### src/rtl/netid_writer.sv
// netid_writer: one-wire transmitter for an 8-bit net-ID frame (start, 8 data bits MSB-first, stop).
// Define NETID_WRITER_PARITY_EN to insert an even-parity bit between the data and stop bits.
module netid_writer #(
    parameter int unsigned CLKS_PER_BIT = 4,
    parameter logic [7:0]  NETID        = 8'h7D
) (
    input  logic       clk,
    input  logic       reset,
    input  logic       start,
    input  logic       sel_custom,
    input  logic [7:0] code,
    output logic       serial_out,
    output logic       busy,
    output logic       done
);

`ifdef NETID_WRITER_PARITY_EN
    typedef enum logic [2:0] {IDLE, START, DATA, PARITY, STOP} state_t;
`else
    typedef enum logic [1:0] {IDLE, START, DATA, STOP} state_t;
`endif

    localparam logic [7:0] LAST_CYC = 8'(CLKS_PER_BIT - 1);

    state_t     r_state;
    logic [7:0] r_cyc;
    logic [2:0] r_bit;
    logic [7:0] r_shift;
    logic       r_serial;
    logic       r_busy;
    logic       r_done;
`ifdef NETID_WRITER_PARITY_EN
    logic       r_parity;
`endif

    logic       w_bit_end;
    logic [7:0] w_load;

    assign w_bit_end = (r_cyc == LAST_CYC);
    assign w_load    = sel_custom ? code : NETID;

    // NOTE: outputs are computed from the next state and registered here with <=, so the
    // line level always lines up with the state it belongs to and no input reaches a pin.
    always_ff @(posedge clk or negedge reset) begin
        if (!reset) begin
            r_state  <= IDLE;
            r_cyc    <= 8'd0;
            r_bit    <= 3'd0;
            r_shift  <= 8'd0;
            r_serial <= 1'b1;
            r_busy   <= 1'b0;
            r_done   <= 1'b0;
`ifdef NETID_WRITER_PARITY_EN
            r_parity <= 1'b0;
`endif
        end else begin
            r_done <= 1'b0;
            case (r_state)
                IDLE: begin
                    r_serial <= 1'b1;
                    r_busy   <= 1'b0;
                    if (start) begin
                        r_state  <= START;
                        r_shift  <= w_load;
                        r_cyc    <= 8'd0;
                        r_bit    <= 3'd0;
                        r_serial <= 1'b0;
                        r_busy   <= 1'b1;
`ifdef NETID_WRITER_PARITY_EN
                        // Parity is taken at load time because the shift register is consumed.
                        r_parity <= ^w_load;
`endif
                    end
                end
                START: begin
                    if (w_bit_end) begin
                        r_state  <= DATA;
                        r_cyc    <= 8'd0;
                        r_serial <= r_shift[7];
                    end else begin
                        r_cyc <= r_cyc + 8'd1;
                    end
                end
                DATA: begin
                    if (w_bit_end) begin
                        r_cyc <= 8'd0;
                        if (r_bit == 3'd7) begin
`ifdef NETID_WRITER_PARITY_EN
                            r_state  <= PARITY;
                            r_serial <= r_parity;
`else
                            r_state  <= STOP;
                            r_serial <= 1'b1;
`endif
                        end else begin
                            r_bit    <= r_bit + 3'd1;
                            r_shift  <= {r_shift[6:0], 1'b0};
                            r_serial <= r_shift[6];
                        end
                    end else begin
                        r_cyc <= r_cyc + 8'd1;
                    end
                end
`ifdef NETID_WRITER_PARITY_EN
                PARITY: begin
                    if (w_bit_end) begin
                        r_state  <= STOP;
                        r_cyc    <= 8'd0;
                        r_serial <= 1'b1;
                    end else begin
                        r_cyc <= r_cyc + 8'd1;
                    end
                end
`endif
                STOP: begin
                    if (w_bit_end) begin
                        r_state  <= IDLE;
                        r_cyc    <= 8'd0;
                        r_serial <= 1'b1;
                        r_busy   <= 1'b0;
                        r_done   <= 1'b1;
                    end else begin
                        r_cyc <= r_cyc + 8'd1;
                    end
                end
                default: r_state <= IDLE;
            endcase
        end
    end

    assign serial_out = r_serial;
    assign busy       = r_busy;
    assign done       = r_done;

endmodule

### config.mk
export PLATFORM = sky130hd
export DESIGN_NAME = netid_writer
export DESIGN_NICKNAME = d
export VERILOG_FILES = /design/src/rtl/netid_writer.sv
export SDC_FILE = /design/constraint.sdc
export NUM_CORES = 1
export LEC_CHECK = 0
export BUFFER_PORTS_ARGS = -buffer_cell sky130_fd_sc_hd__buf_2
export CAP_MARGIN = 25
export CORE_MARGIN = 8
export CORE_UTILIZATION = 40
export CTS_BUF_LIST = sky130_fd_sc_hd__clkbuf_16
export DETAILED_ROUTE_END_ITERATION = 12
export SYNTH_ARGS = -nofsm -noshare
export SYNTH_HDL_FRONTEND = slang
export SYNTH_SLANG_ARGS = --single-unit
### constraint.sdc
create_clock -name clk -period 1.95 [get_ports clk]
set_input_delay 0 -clock clk [delete_from_list [all_inputs] [get_ports clk]]
set_output_delay 0 -clock clk [all_outputs]
set_load 0.05 [all_outputs]
**Yosys cells after proc, flatten, opt, wreduce, memory -nomap -nowiden**

Cells that the tools add are included.

- $add $sub $neg: 2
- Eq/ne operators: 11
- Muxes and demuxes: 29
- Reductions and logical operators: 8

Operators with widths:

| cell | count |
|---|---|
| 8-bit 2-to-1 mux | 6 |
| 8-bit case mux with 2 select lines | 2 |
| 2-bit != test, second input constant | 6 |
| 2-bit 2-to-1 mux | 5 |
| 1-bit 2-to-1 mux | 9 |
| 3-bit 2-to-1 mux | 3 |
| 8-bit by 1-bit adder with 8-bit output, second input constant | 1 |
| 8-bit by 2-bit == test with 1-bit output, second input constant | 1 |
| 2-bit case mux with 4 select lines | 1 |
| 3-bit case mux with 2 select lines | 1 |
| 5-bit AND reduction | 1 |
| 2-bit == test, second input constant | 2 |
| 1-bit case mux with 4 select lines | 1 |
| 4-bit AND reduction | 1 |
| 2-bit nonzero test | 2 |
| 3-bit by 1-bit adder with 3-bit output, second input constant | 1 |
| 3-bit == test, second input constant | 1 |
| 3-bit AND reduction | 1 |
| 3-bit OR reduction | 1 |
| 2-bit by 1-bit == test with 1-bit output, second input constant | 1 |
| 2-bit zero test | 1 |
| 1-bit case mux with 2 select lines | 1 |
| 2-bit AND reduction | 1 |

- Bits in registers: 24
- Logic and storage cells: 57

**Logic depth before layout (Yosys ltp)**

- Depth in word-level cells: 4
- Gate-level depth with buffers: 8

**Worst setup path after synthesis**

OpenSTA, ideal clock, no wires.

- Path kind: register to register
- From: reg r_cyc[0]
- To: reg r_shift[6]
- Library setup time: 0.126 ns
- Data arrival time: 1.861 ns
- Data required time: 1.824 ns
- Setup slack: -0.037 ns
- Stages on the path, launching flop included: 5
- Path buffers: 0
- Period minus slack after synthesis: 1.987 ns
- Path through: dfrtp_1 > ha_1 > or4b_4 > o41a_1 > a221o_1

- Cells in the longest elaborated chain, start to end: 3

Ends and longest elaborated chain:

| item | line | source |
|---|---|---|
| start, declared | 26 | `logic [7:0] r_cyc;` |
| start signal, assigned | 81 | `r_cyc <= r_cyc + 8'd1;` |
| start signal, assigned | 101 | `r_cyc <= r_cyc + 8'd1;` |
| start signal, assigned | 123 | `r_cyc <= r_cyc + 8'd1;` |
| 8-bit by 2-bit == test with 1-bit output | 39 | `assign w_bit_end = (r_cyc == LAST_CYC);` |
| 2-bit != test (no source line) | -- |  |
| 4-bit AND reduction (no source line) | -- |  |
| end signal, assigned | 64 | `r_shift <= w_load;` |
| end signal, assigned | 97 | `r_shift <= {r_shift[6:0], 1'b0};` |
| end, declared | 28 | `logic [7:0] r_shift;` |

Every way passes these cells.
A chain may end at the register's enable or synchronous reset.

**Worst setup path in the final report**

- From: reg r_bit[0]
- To: reg r_shift[6]

- Cells in the longest elaborated chain, start to end: 3

Ends and longest elaborated chain:

| item | line | source |
|---|---|---|
| start, declared | 27 | `logic [2:0] r_bit;` |
| start signal, assigned | 96 | `r_bit <= r_bit + 3'd1;` |
| 3-bit == test | 87 | `if (r_bit == 3'd7) begin` |
| 2-bit != test (no source line) | -- |  |
| 4-bit AND reduction (no source line) | -- |  |

Every way passes these cells.

==> impl_results.md <==
* Static Leak at around 0.84 nW
* CTS H-tree depth at 1
* First-pass GRT wire length at 5400 microns
* Syn-to-layout area delta at 30.7%
* Placement Setup Slack at -0.0293 ns
* Post-synth top area share at 0.421
* Core Rows at 21
* Layout Cell Area excl Fill at 1790 sq um
* Cell Area, Synth at ~1400 sq um
* CTS buffer count at 3
* Avg Cell Area, Syn at 10.4 sq um
* Internal at 0.00167 W
* FF-to-FF Start: r_bit[0]
* RePlAce Congestion at 0.771
* Drc violations at 0
* Worst setup SP type: register
* HP Class: in2reg
* Clock latency on the worst-skew pair at 0.26 ns
* Fmax at 503 MHz
* Worst reg-to-reg setup slack at -0.04 ns
* Core area at 3310 sq um
* Vias in the first global route at 1146
* Initial Utilization at 0.413
* Fraction of layout cells with a size suffix above 1 at 0.324
* Setup ws final at -0.0394 ns
* Crit path from: r_bit[0]
* Filler cells at 313
* Finished Core Util at 0.539
* Sw power at 0.000959 W
* Period utilisation layout at 1.02
* Failing checks: setup timing
* Maximum clock insertion buffer count at 2
* RR Endpoint: r_shift[6]
* Clk slew on worst S/H paths at 0.06 ns
* Main flop type after synthesis: dfrtp_1
* Outcome: complete, but fails checks
* Largest net degree at the start of global routing at 25
* Unrepaired setup endpoints after global routing: yes
* Synth Net Count at 151
* Critical Path End: r_shift[6]
* R2r worst-path depth at 5
* Critical path arrival at 2.13 ns
* Via density at 5.45
* Critical path fanouts, max at 8
* Clk sinks at 24
* Initial antenna violation count at 0
* Final global-route overflow total at 0
* Synth warn at 0
* Switch share at 0.364
* Setup violators final at 5
* Initial DRC count at 110
* Die width at 74.4 microns
* Final Skew at 0.00583 ns
* Antenna diode count at 0
* Max Cap Violations at 0
* Number of synthesized flops with an enable pin at 0
* Final count of pins violating max slew at 0
* Fin crit period at 1.99 ns
* Final hold vios at 0
* Pwr per Cell Area at 1470 nW/um^2
* First-pass DRT Iterations at 4
* DP HPWL at 2330 microns
* Share of flip-flops with an asynchronous set or reset at 1.00
* Worst Max-Slew Pin Slew at 0.563 ns
* Die ar. at 5540 sq um
* Clk network pwr share at 0.221
* Commonest cells in the netlist: dfrtp_1 (23), inv_1 (15), a21oi_1 (9), ha_1 (8), nand2_1 (7)
* Nets at 191
* Maximum VDD drop at 0.773 mV
* I/O pin count at 15
* Seq/Total Area, Yosys at 0.440
* Die extent in y at between 70 and 80 microns
* Total track usage at 0.124
* Wirelength per Cell at 15.0 microns
* Worst slew margin at 0.624
* CTS tree: built
* Placed cell areas at 1610 sq um
* Post-synth cell types at 45
* Sequential power share at 0.300
* I/O Buffers at 14
* WHS at approximately 0.063 ns
* Crit path kind: reg2reg
* Multi-input combinational cell area at 696 sq um
* Routed vias at 1177
* Antenna Nets Post-Route at 0
* Clock root buffer: clkbuf_16
* Crit end category: register
* #FFs+latches synth at 24
* Register area at between 600 and 700 sq um
* Synth Instances at 131
* Synth area leader: dfrtp_1
* Largest cells by area after synthesis: dfrtp_1 (42%), ha_1 (7.3%), inv_1 (4.1%)
* Count leader, synth: dfrtp_1
* Routed Wire Length at 3240 microns
* Combinational share of power at 0.479
* Worst endpoint required time at approximately 2.1 ns
worst max-delay path, cell delays in order, from the launching register on:
cell and delay [ns]:
dfrtp_1 0.39, ha_2 0.20, ha_4 0.15, or2b_1 0.24, o41a_1 0.54, a221o_1 0.36
per-stage QoR:
| stage | std cells | setup TNS [ns] | power (W) |
|---|---|---|---|
| finish | 216 | -0.110 | 0.00263 |
| global placement | 205 | -0.00509 | 0.00195 |
| global route | 216 | -0.370 | 0.00280 |
| detailed placement | 205 | -0.0569 | 0.00200 |
| floorplan | 131 | 0 | 0.00162 |
| CTS | 211 | -0.0204 | 0.00260 |
layout make-up:
type | instances | area share
Multi-Input combinational cell | 87 | 0.390
Sequential cell | 24 | 0.337
Timing Repair Buffer | 40 | 0.151
Clock buffer | 3 | 0.0420
Tap cell | 46 | 0.0322
Inverter | 15 | 0.0315
Clock inverter | 1 | 0.0168
layout by cell type, fill, tap and decap left out, types with 2 or more instances in the layout:
cell type / netlist / final
a21oi_1: 9 / 9
a221o_1: 5 / 5
a221oi_1: 2 / 2
a22oi_1: 6 / 6
buf_2: 0 / 15
buf_4: 1 / 23
clkbuf_16: 0 / 3
dfrtp_1: 23 / 23
ha_1: 8 / 5
ha_2: 0 / 2
inv_1: 15 / 14
mux2_2: 2 / 2
mux2i_1: 3 / 3
nand2_1: 7 / 7
nand3_1: 3 / 3
nand3b_1: 2 / 2
nor3_1: 2 / 2
o21ai_0: 4 / 4
o31ai_1: 4 / 4
or3_2: 2 / 2
or4_1: 4 / 4
kinds of logic (layout without fill, tap and decap cells):
family | count (synthesis) | in the layout | synth area share
compound gates | 40 | 40 | 0.215
xor+xnor | 1 | 1 | 0.00641
fa+ha+maj | 8 | 8 | 0.0733
simple gates | 33 | 33 | 0.163
flops | 24 | 24 | 0.440
buf+inv | 20 | 59 | 0.0632
mux | 5 | 5 | 0.0385
how the worst min path moves through the flow:
stage,slack [ns],cells past startpoint,startpoint,endpoint
2_1_floorplan,-0.30,0,reset,busy
3_3_place_gp,0.02,1,reset,r_cyc[1]
3_5_place_dp,0.03,1,reset,r_cyc[2]
4_1_cts,0.06,3,code[7],r_shift[7]
5_1_grt,0.07,3,code[1],r_shift[1]
6_report,0.06,3,code[7],r_shift[7]
power by group through the flow:
stage	Combinational [W]	Clock (W)	Sequential (W)
2_1_floorplan	0.000747	0	0.000873
3_5_place_dp	0.00120	0	0.000798
5_1_grt	0.00139	0.000614	0.000802
3_3_place_gp	0.00116	0	0.000791
4_1_cts	0.00121	0.000595	0.000793
6_report	0.00126	0.000581	0.000789
timing repair:
| item | 4_1_cts | 5_1_grt |
|---|---|---|
| cloned | 0 | 1 |
| setup buffers | 1 | 4 |
| resized for setup | 1 | 1 |
| pin swaps | 1 | 3 |
| hold buffers | 1 | 0 |
| hold endpoints to repair | 23 | 0 |
| endpoints found under the setup margin | 5 | 12 |
sequential cells by signal, indices dropped and copies added (netlist names):
name,flops
busy,1
done,1
r_bit,3
r_cyc,8
r_shift,8
r_state,2
serial_out,1
layer usage:
layer,vias up,part of all wire,global-route usage
met5,-,0,0
met1,586,0.46,0.162
met3,2,0.018,0.0243
li1,574,-,-
met2,15,0.52,0.201
met4,0,0.0025,0.0370
Note: power is estimated with default switching activity, not from simulation.
